[config.mk]
export PLATFORM = sky130hd
export DESIGN_NAME = simpleadder_serial
export DESIGN_NICKNAME = d
export VERILOG_FILES = /design/src/rtl/simpleadder_serial_pkg.sv /design/src/rtl/simpleadder_serial_shift_reg.sv /design/src/rtl/simpleadder_serial.sv
export SDC_FILE = /design/constraint.sdc
export NUM_CORES = 1
export LEC_CHECK = 0
export BUFFER_PORTS_ARGS = -buffer_cell sky130_fd_sc_hd__buf_2
export CORE_AREA = 2 2 39 41
export CTS_BUF_LIST = sky130_fd_sc_hd__clkbuf_4
export DETAILED_ROUTE_END_ITERATION = 12
export DIE_AREA = 0 0 41 43
export GPL_ROUTABILITY_DRIVEN = 1
export GPL_TIMING_DRIVEN = 0
export PLACE_DENSITY = 0.83
export SLEW_MARGIN = 20
export SYNTH_ARGS = -nofsm -noshare
export SYNTH_HDL_FRONTEND = slang
export SYNTH_HIERARCHICAL = 1
export SYNTH_SLANG_ARGS = --single-unit
[constraint.sdc]
create_clock -name clk -period 4.4 [get_ports clk]
set_input_delay 0.44 -clock clk [delete_from_list [all_inputs] [get_ports clk]]
set_output_delay 0.44 -clock clk [all_outputs]
set_load 0.005 [all_outputs]
[src/rtl/simpleadder_serial_pkg.sv]
// Shared types and width helpers for the bit-serial adder.
package simpleadder_serial_pkg;

    typedef enum logic [1:0] {
        IDLE = 2'd0,
        RECV = 2'd1,
        SEND = 2'd2
    } state_e;

    localparam int DEF_WIDTH = 2;

    function automatic int res_width(input int w);
        return w + 1;
    endfunction

    function automatic int cnt_width(input int w);
        return $clog2(w + 1);
    endfunction

endpackage

[src/rtl/simpleadder_serial_shift_reg.sv]
// Load/shift register; serial data enters at the LSB, the MSB of o_q
// is the serial output.
module serial_shift_reg #(
    parameter int W = 2
) (
    input  logic         clk,
    input  logic         rst_n,
    input  logic         i_load,
    input  logic         i_shift,
    input  logic         i_sin,
    input  logic [W-1:0] i_data,
    output logic [W-1:0] o_q
);

    logic [W-1:0] r_q;

    always_ff @(posedge clk or negedge rst_n) begin
        if (!rst_n) begin
            r_q <= '0;
        end else if (i_load) begin
            r_q <= i_data;
        end else if (i_shift) begin
            r_q <= W'({r_q, i_sin});
        end
    end

    assign o_q = r_q;

endmodule

[src/rtl/simpleadder_serial.sv]
// Bit-serial unsigned adder, operands and sum MSB first.
// SIMPLEADDER_SERIAL_BUSYERR_EN adds busy_err for strobes during a frame.
module simpleadder_serial
    import simpleadder_serial_pkg::*;
#(
    parameter int WIDTH = DEF_WIDTH
) (
    input  logic clk,
    input  logic rst_n,
    input  logic ina,
    input  logic inb,
    input  logic en_i,
`ifdef SIMPLEADDER_SERIAL_BUSYERR_EN
    output logic busy_err,
`endif
    output logic out,
    output logic en_o
);

    localparam int RW = res_width(WIDTH);
    localparam int CW = cnt_width(WIDTH);
    localparam logic [CW-1:0] CNT_RECV = CW'(WIDTH - 1);
    localparam logic [CW-1:0] CNT_SEND = CW'(WIDTH);
    localparam logic [CW-1:0] CNT_ONE  = CW'(1);

    state_e r_state;
    state_e w_state_nxt;

    logic [CW-1:0]    r_cnt;
    logic [CW-1:0]    w_cnt_nxt;
    logic             r_en_o;
    logic             w_en_o_nxt;
    logic             w_op_shift;
    logic             w_res_load;
    logic             w_res_shift;
    logic             w_recv_last;
    logic             w_send_last;
    logic [WIDTH-1:0] w_a_q;
    logic [WIDTH-1:0] w_b_q;
    logic [WIDTH-1:0] w_a_nxt;
    logic [WIDTH-1:0] w_b_nxt;
    logic [RW-1:0]    w_sum;
    logic [RW-1:0]    w_res_q;

    // Operand values including the bit on the lines this cycle
    assign w_a_nxt = WIDTH'({w_a_q, ina});
    assign w_b_nxt = WIDTH'({w_b_q, inb});
    assign w_sum   = RW'(w_a_nxt) + RW'(w_b_nxt);

    assign w_recv_last = (r_cnt == CNT_ONE);
    assign w_send_last = (r_cnt == '0);

    serial_shift_reg #(.W(WIDTH)) u_op_a (
        .clk     (clk),
        .rst_n   (rst_n),
        .i_load  (1'b0),
        .i_shift (w_op_shift),
        .i_sin   (ina),
        .i_data  ('0),
        .o_q     (w_a_q)
    );

    serial_shift_reg #(.W(WIDTH)) u_op_b (
        .clk     (clk),
        .rst_n   (rst_n),
        .i_load  (1'b0),
        .i_shift (w_op_shift),
        .i_sin   (inb),
        .i_data  ('0),
        .o_q     (w_b_q)
    );

    serial_shift_reg #(.W(RW)) u_res (
        .clk     (clk),
        .rst_n   (rst_n),
        .i_load  (w_res_load),
        .i_shift (w_res_shift),
        .i_sin   (1'b0),
        .i_data  (w_sum),
        .o_q     (w_res_q)
    );

    always_ff @(posedge clk or negedge rst_n) begin
        if (!rst_n) begin
            r_state <= IDLE;
        end else begin
            r_state <= w_state_nxt;
        end
    end

    always_comb begin
        w_state_nxt = r_state;
        unique case (r_state)
            IDLE: begin
                if (en_i) begin
                    w_state_nxt = (WIDTH == 1) ? SEND : RECV;
                end
            end
            RECV: begin
                if (w_recv_last) begin
                    w_state_nxt = SEND;
                end
            end
            SEND: begin
                if (w_send_last) begin
                    w_state_nxt = IDLE;
                end
            end
            default: w_state_nxt = IDLE;
        endcase
    end

    always_comb begin
        w_op_shift  = 1'b0;
        w_res_load  = 1'b0;
        w_res_shift = 1'b0;
        w_en_o_nxt  = 1'b0;
        w_cnt_nxt   = r_cnt;
        unique case (r_state)
            IDLE: begin
                if (en_i) begin
                    w_op_shift = 1'b1;
                    if (WIDTH == 1) begin
                        w_res_load = 1'b1;
                        w_en_o_nxt = 1'b1;
                        w_cnt_nxt  = CNT_SEND;
                    end else begin
                        w_cnt_nxt  = CNT_RECV;
                    end
                end
            end
            RECV: begin
                w_op_shift = 1'b1;
                if (w_recv_last) begin
                    w_res_load = 1'b1;
                    w_en_o_nxt = 1'b1;
                    w_cnt_nxt  = CNT_SEND;
                end else begin
                    w_cnt_nxt  = r_cnt - CNT_ONE;
                end
            end
            SEND: begin
                // Zeros shift in behind the sum, so out idles at 0
                w_res_shift = 1'b1;
                if (!w_send_last) begin
                    w_en_o_nxt = 1'b1;
                    w_cnt_nxt  = r_cnt - CNT_ONE;
                end
            end
            default: begin
                w_cnt_nxt = '0;
            end
        endcase
    end

    always_ff @(posedge clk or negedge rst_n) begin
        if (!rst_n) begin
            r_cnt  <= '0;
            r_en_o <= 1'b0;
        end else begin
            r_cnt  <= w_cnt_nxt;
            r_en_o <= w_en_o_nxt;
        end
    end

    assign out  = w_res_q[RW-1];
    assign en_o = r_en_o;

`ifdef SIMPLEADDER_SERIAL_BUSYERR_EN
    logic r_busy_err;

    always_ff @(posedge clk or negedge rst_n) begin
        if (!rst_n) begin
            r_busy_err <= 1'b0;
        end else begin
            r_busy_err <= en_i && (r_state != IDLE);
        end
    end

    assign busy_err = r_busy_err;
`endif

endmodule

==> summary.md <==
| Metric | Value |
|---|---|
| Skew final | `between 0.0015 and 0.002 ns` |
| F_max | `a little over 600 MHz` |
| Syn Std Cell Area | `roughly 700 µm²` |
| CTS Root Cell | `clkbuf_4` |
| First-pass GRT wire length | `between 1.5 and 2 mm` |
| Die Width | `just over 40 µm` |
| Port-buffer cells | `6` |
| Share of cells above drive strength 1 | `a little over a fifth` |
| Outcome | `complete, no violations` |
| CTS tree | `yes` |
| Final wirelength | `1.06 mm` |
| RR Endpoint | `r_state[0]` |
| CTS Buf Count | `3` |
| Layout Utilization | `a little under three fifths` |
| Post-DP Area | `approximately 750 µm²` |
| Vias/cell | `a little under 5` |
| Pwr Density | `a little over 600 nW/µm²` |
| Initial Utilization | `slightly below 50%` |
| Number of inserted diodes | `0` |
| Nets@finish | `96` |
| Critical R2R Launch | `r_state[0]` |
| Detail Placement HPWL | `approximately 820 µm` |
| Cts hold-fix bufs | `0` |
| Worst EP arrival | `about 1.8 ns` |
| Crit-path cells | `inv_1 > ha_1 > nor2b_4 > nor3_2 > mux2_4` |
| GRT Residual Overflow | `0` |
| Final hold violations | `0` |
| Flop2flop setup slack | `around 2.8 ns` |
| NetSw | `0.181 mW` |
| Setup crit end kind | `register` |
| Cell internal pwr | `between 0.3 and 0.4 mW` |
| R2R depth | `5` |
| Drt first pass iters | `4` |
| Sequential power share | `between 30% and 40%` |
| Endpoints failing setup | `0` |
| Clk pwr share | `13.8%` |
| Initial antenna violation count | `0` |
| Vias | `roughly 470` |
| Post-synthesis average cell area | `between 10 and 15 µm²` |
| Clock Path Buffers | `2` |
| Area of the multi-input gates | `420 µm²` |
| CP required | `~4.6 ns` |
| Worst vdd ir | `262 µV` |
| Vias in the first global route | `around 470` |
| Antenna-violating nets left | `0` |
| CTS Sinks | `10` |
| Die footprint | `1760 µm²` |
| Switching part of the total | `a little under two fifths` |
| Iter 0 DRT Violations | `6` |
| Ys Warns | `6` |
| Final period util | `between 30% and 40%` |
| Hold Path Class | `in -> async` |
| Worst setup SP type | `register` |
| Cts repair resizes | `0` |
| CP Class | `reg -> reg` |
| Clk Latency, worst-skew pair | `about 0.27 ns` |
| Chip height | `43 µm` |
| Largest net degree at the start of global routing | `11` |
| Combinational share of power | `53.9%` |
| Minimum clock period | `1.65 ns` |
| Worst-path maximum fanout | `8` |
| Clk slew on worst S/H paths | `about 0.070 ns` |
| Max stage delay cell, worst path | `dfrtp_1` |
| Final instance area | `781 µm²` |
| RSZ-0062 raised after global routing | `false` |
| Pleak | `0.405 nW` |
| Slowest stage delay, CP | `around 0.40 ns` |
| GRT Util Overall | `between 15 and 20%` |
| CTS H-tree lvls | `1` |
| Final slew viol count | `0` |
| DR WL/cell | `about 11 µm` |
| Detailed-route DRC error count | `0` |
| Syn-to-layout area delta | `14.5%` |
| Max cap viols | `0` |
| Row Count | `14` |
| Post-CTS setup buffers | `0` |
| Fill count | `about 130` |
| Setup TNS | `0 ns` |
| Sequential cell area | `approximately 250 µm²` |
| CORE AREA | `around 1400 µm²` |
| Routability congestion estimate | `slightly above 0.8` |
| Instance count of the mapped netlist | `64` |
| Boundary Pins | `7` |
[metal layers]
metal | up-vias | track usage, % | wire length [µm] | share of wire (%)
li1 | 239 | - | - | -
met1 | 215 | 21.8 | 474 | 45
met2 | 9 | 23.8 | 538 | 51
met3 | 4 | 3.14 | 28 | 2.6
met4 | 0 | 10.0 | 19 | 1.8
met5 | - | 0 | 0 | 0
[critical path: cells and delay by family, from the launching register on]
kind	cells	cell delay (ns)
flip-flops	1	0.40
multiplexers	1	0.31
AND/OR/NAND/NOR	2	0.40
adder cells (fa/ha/maj)	1	0.33
buffers and inverters	1	0.10
[registers in the layout, indices dropped and copies added (netlist names)]
signal,flops
en_o,1
r_cnt,2
u_res/o_q,3
u_op_a/o_q,1
r_state,2
u_op_b/o_q,1
[power groups by stage]
stage,clock network (mW),registers (mW),logic [mW]
floorplan,0,0.152,0.214
global placement,0,0.155,0.252
detailed placement,0,0.157,0.260
CTS,0.0676,0.155,0.261
global route,0.0754,0.161,0.291
finish,0.0666,0.155,0.260
[layout make-up]
class	count	area share (%)
clock buffers	3	2.88
clock inverters	1	0.481
inverters	9	4.33
multi-input cells	51	53.8
flip-flops and latches	10	32.1
well taps	16	2.56
repair buffers	6	3.85
[placed cells by master (no fill, tap or decap), types with 2 or more instances in the layout]
cell,n
buf_2,6
dfrtp_1,10
nor2b_4,2
mux2_4,2
o22ai_1,2
inv_1,9
clkbuf_4,3
a21oi_1,2
nand2_1,5
ha_1,9
conb_1,7
mux2i_1,5
o21ai_1,5
[worst max path at each step]
stage	from	end	slack, ns	cells after the start
after detailed placement	r_state[0]	r_state[0]	2.75	5
after global routing	r_state[0]	r_state[0]	2.68	5
final	r_state[0]	r_state[0]	2.75	5
after floorplan	r_state[0]	r_state[0]	2.89	5
after CTS	r_state[0]	r_state[0]	2.74	5
after global placement	r_state[0]	r_state[0]	2.79	5
[per-stage QoR]
stage	hold slack (ns)	cells	power, mW	setup WS [ns]
after floorplan	0.144	70	0.366	2.89
after global placement	0.314	92	0.408	2.79
after detailed placement	0.318	92	0.417	2.75
after CTS	0.0275	96	0.484	2.74
after global routing	0.0288	96	0.528	2.68
final	0.0201	96	0.481	2.75
No activity file was read; power rests on OpenSTA's default activity.
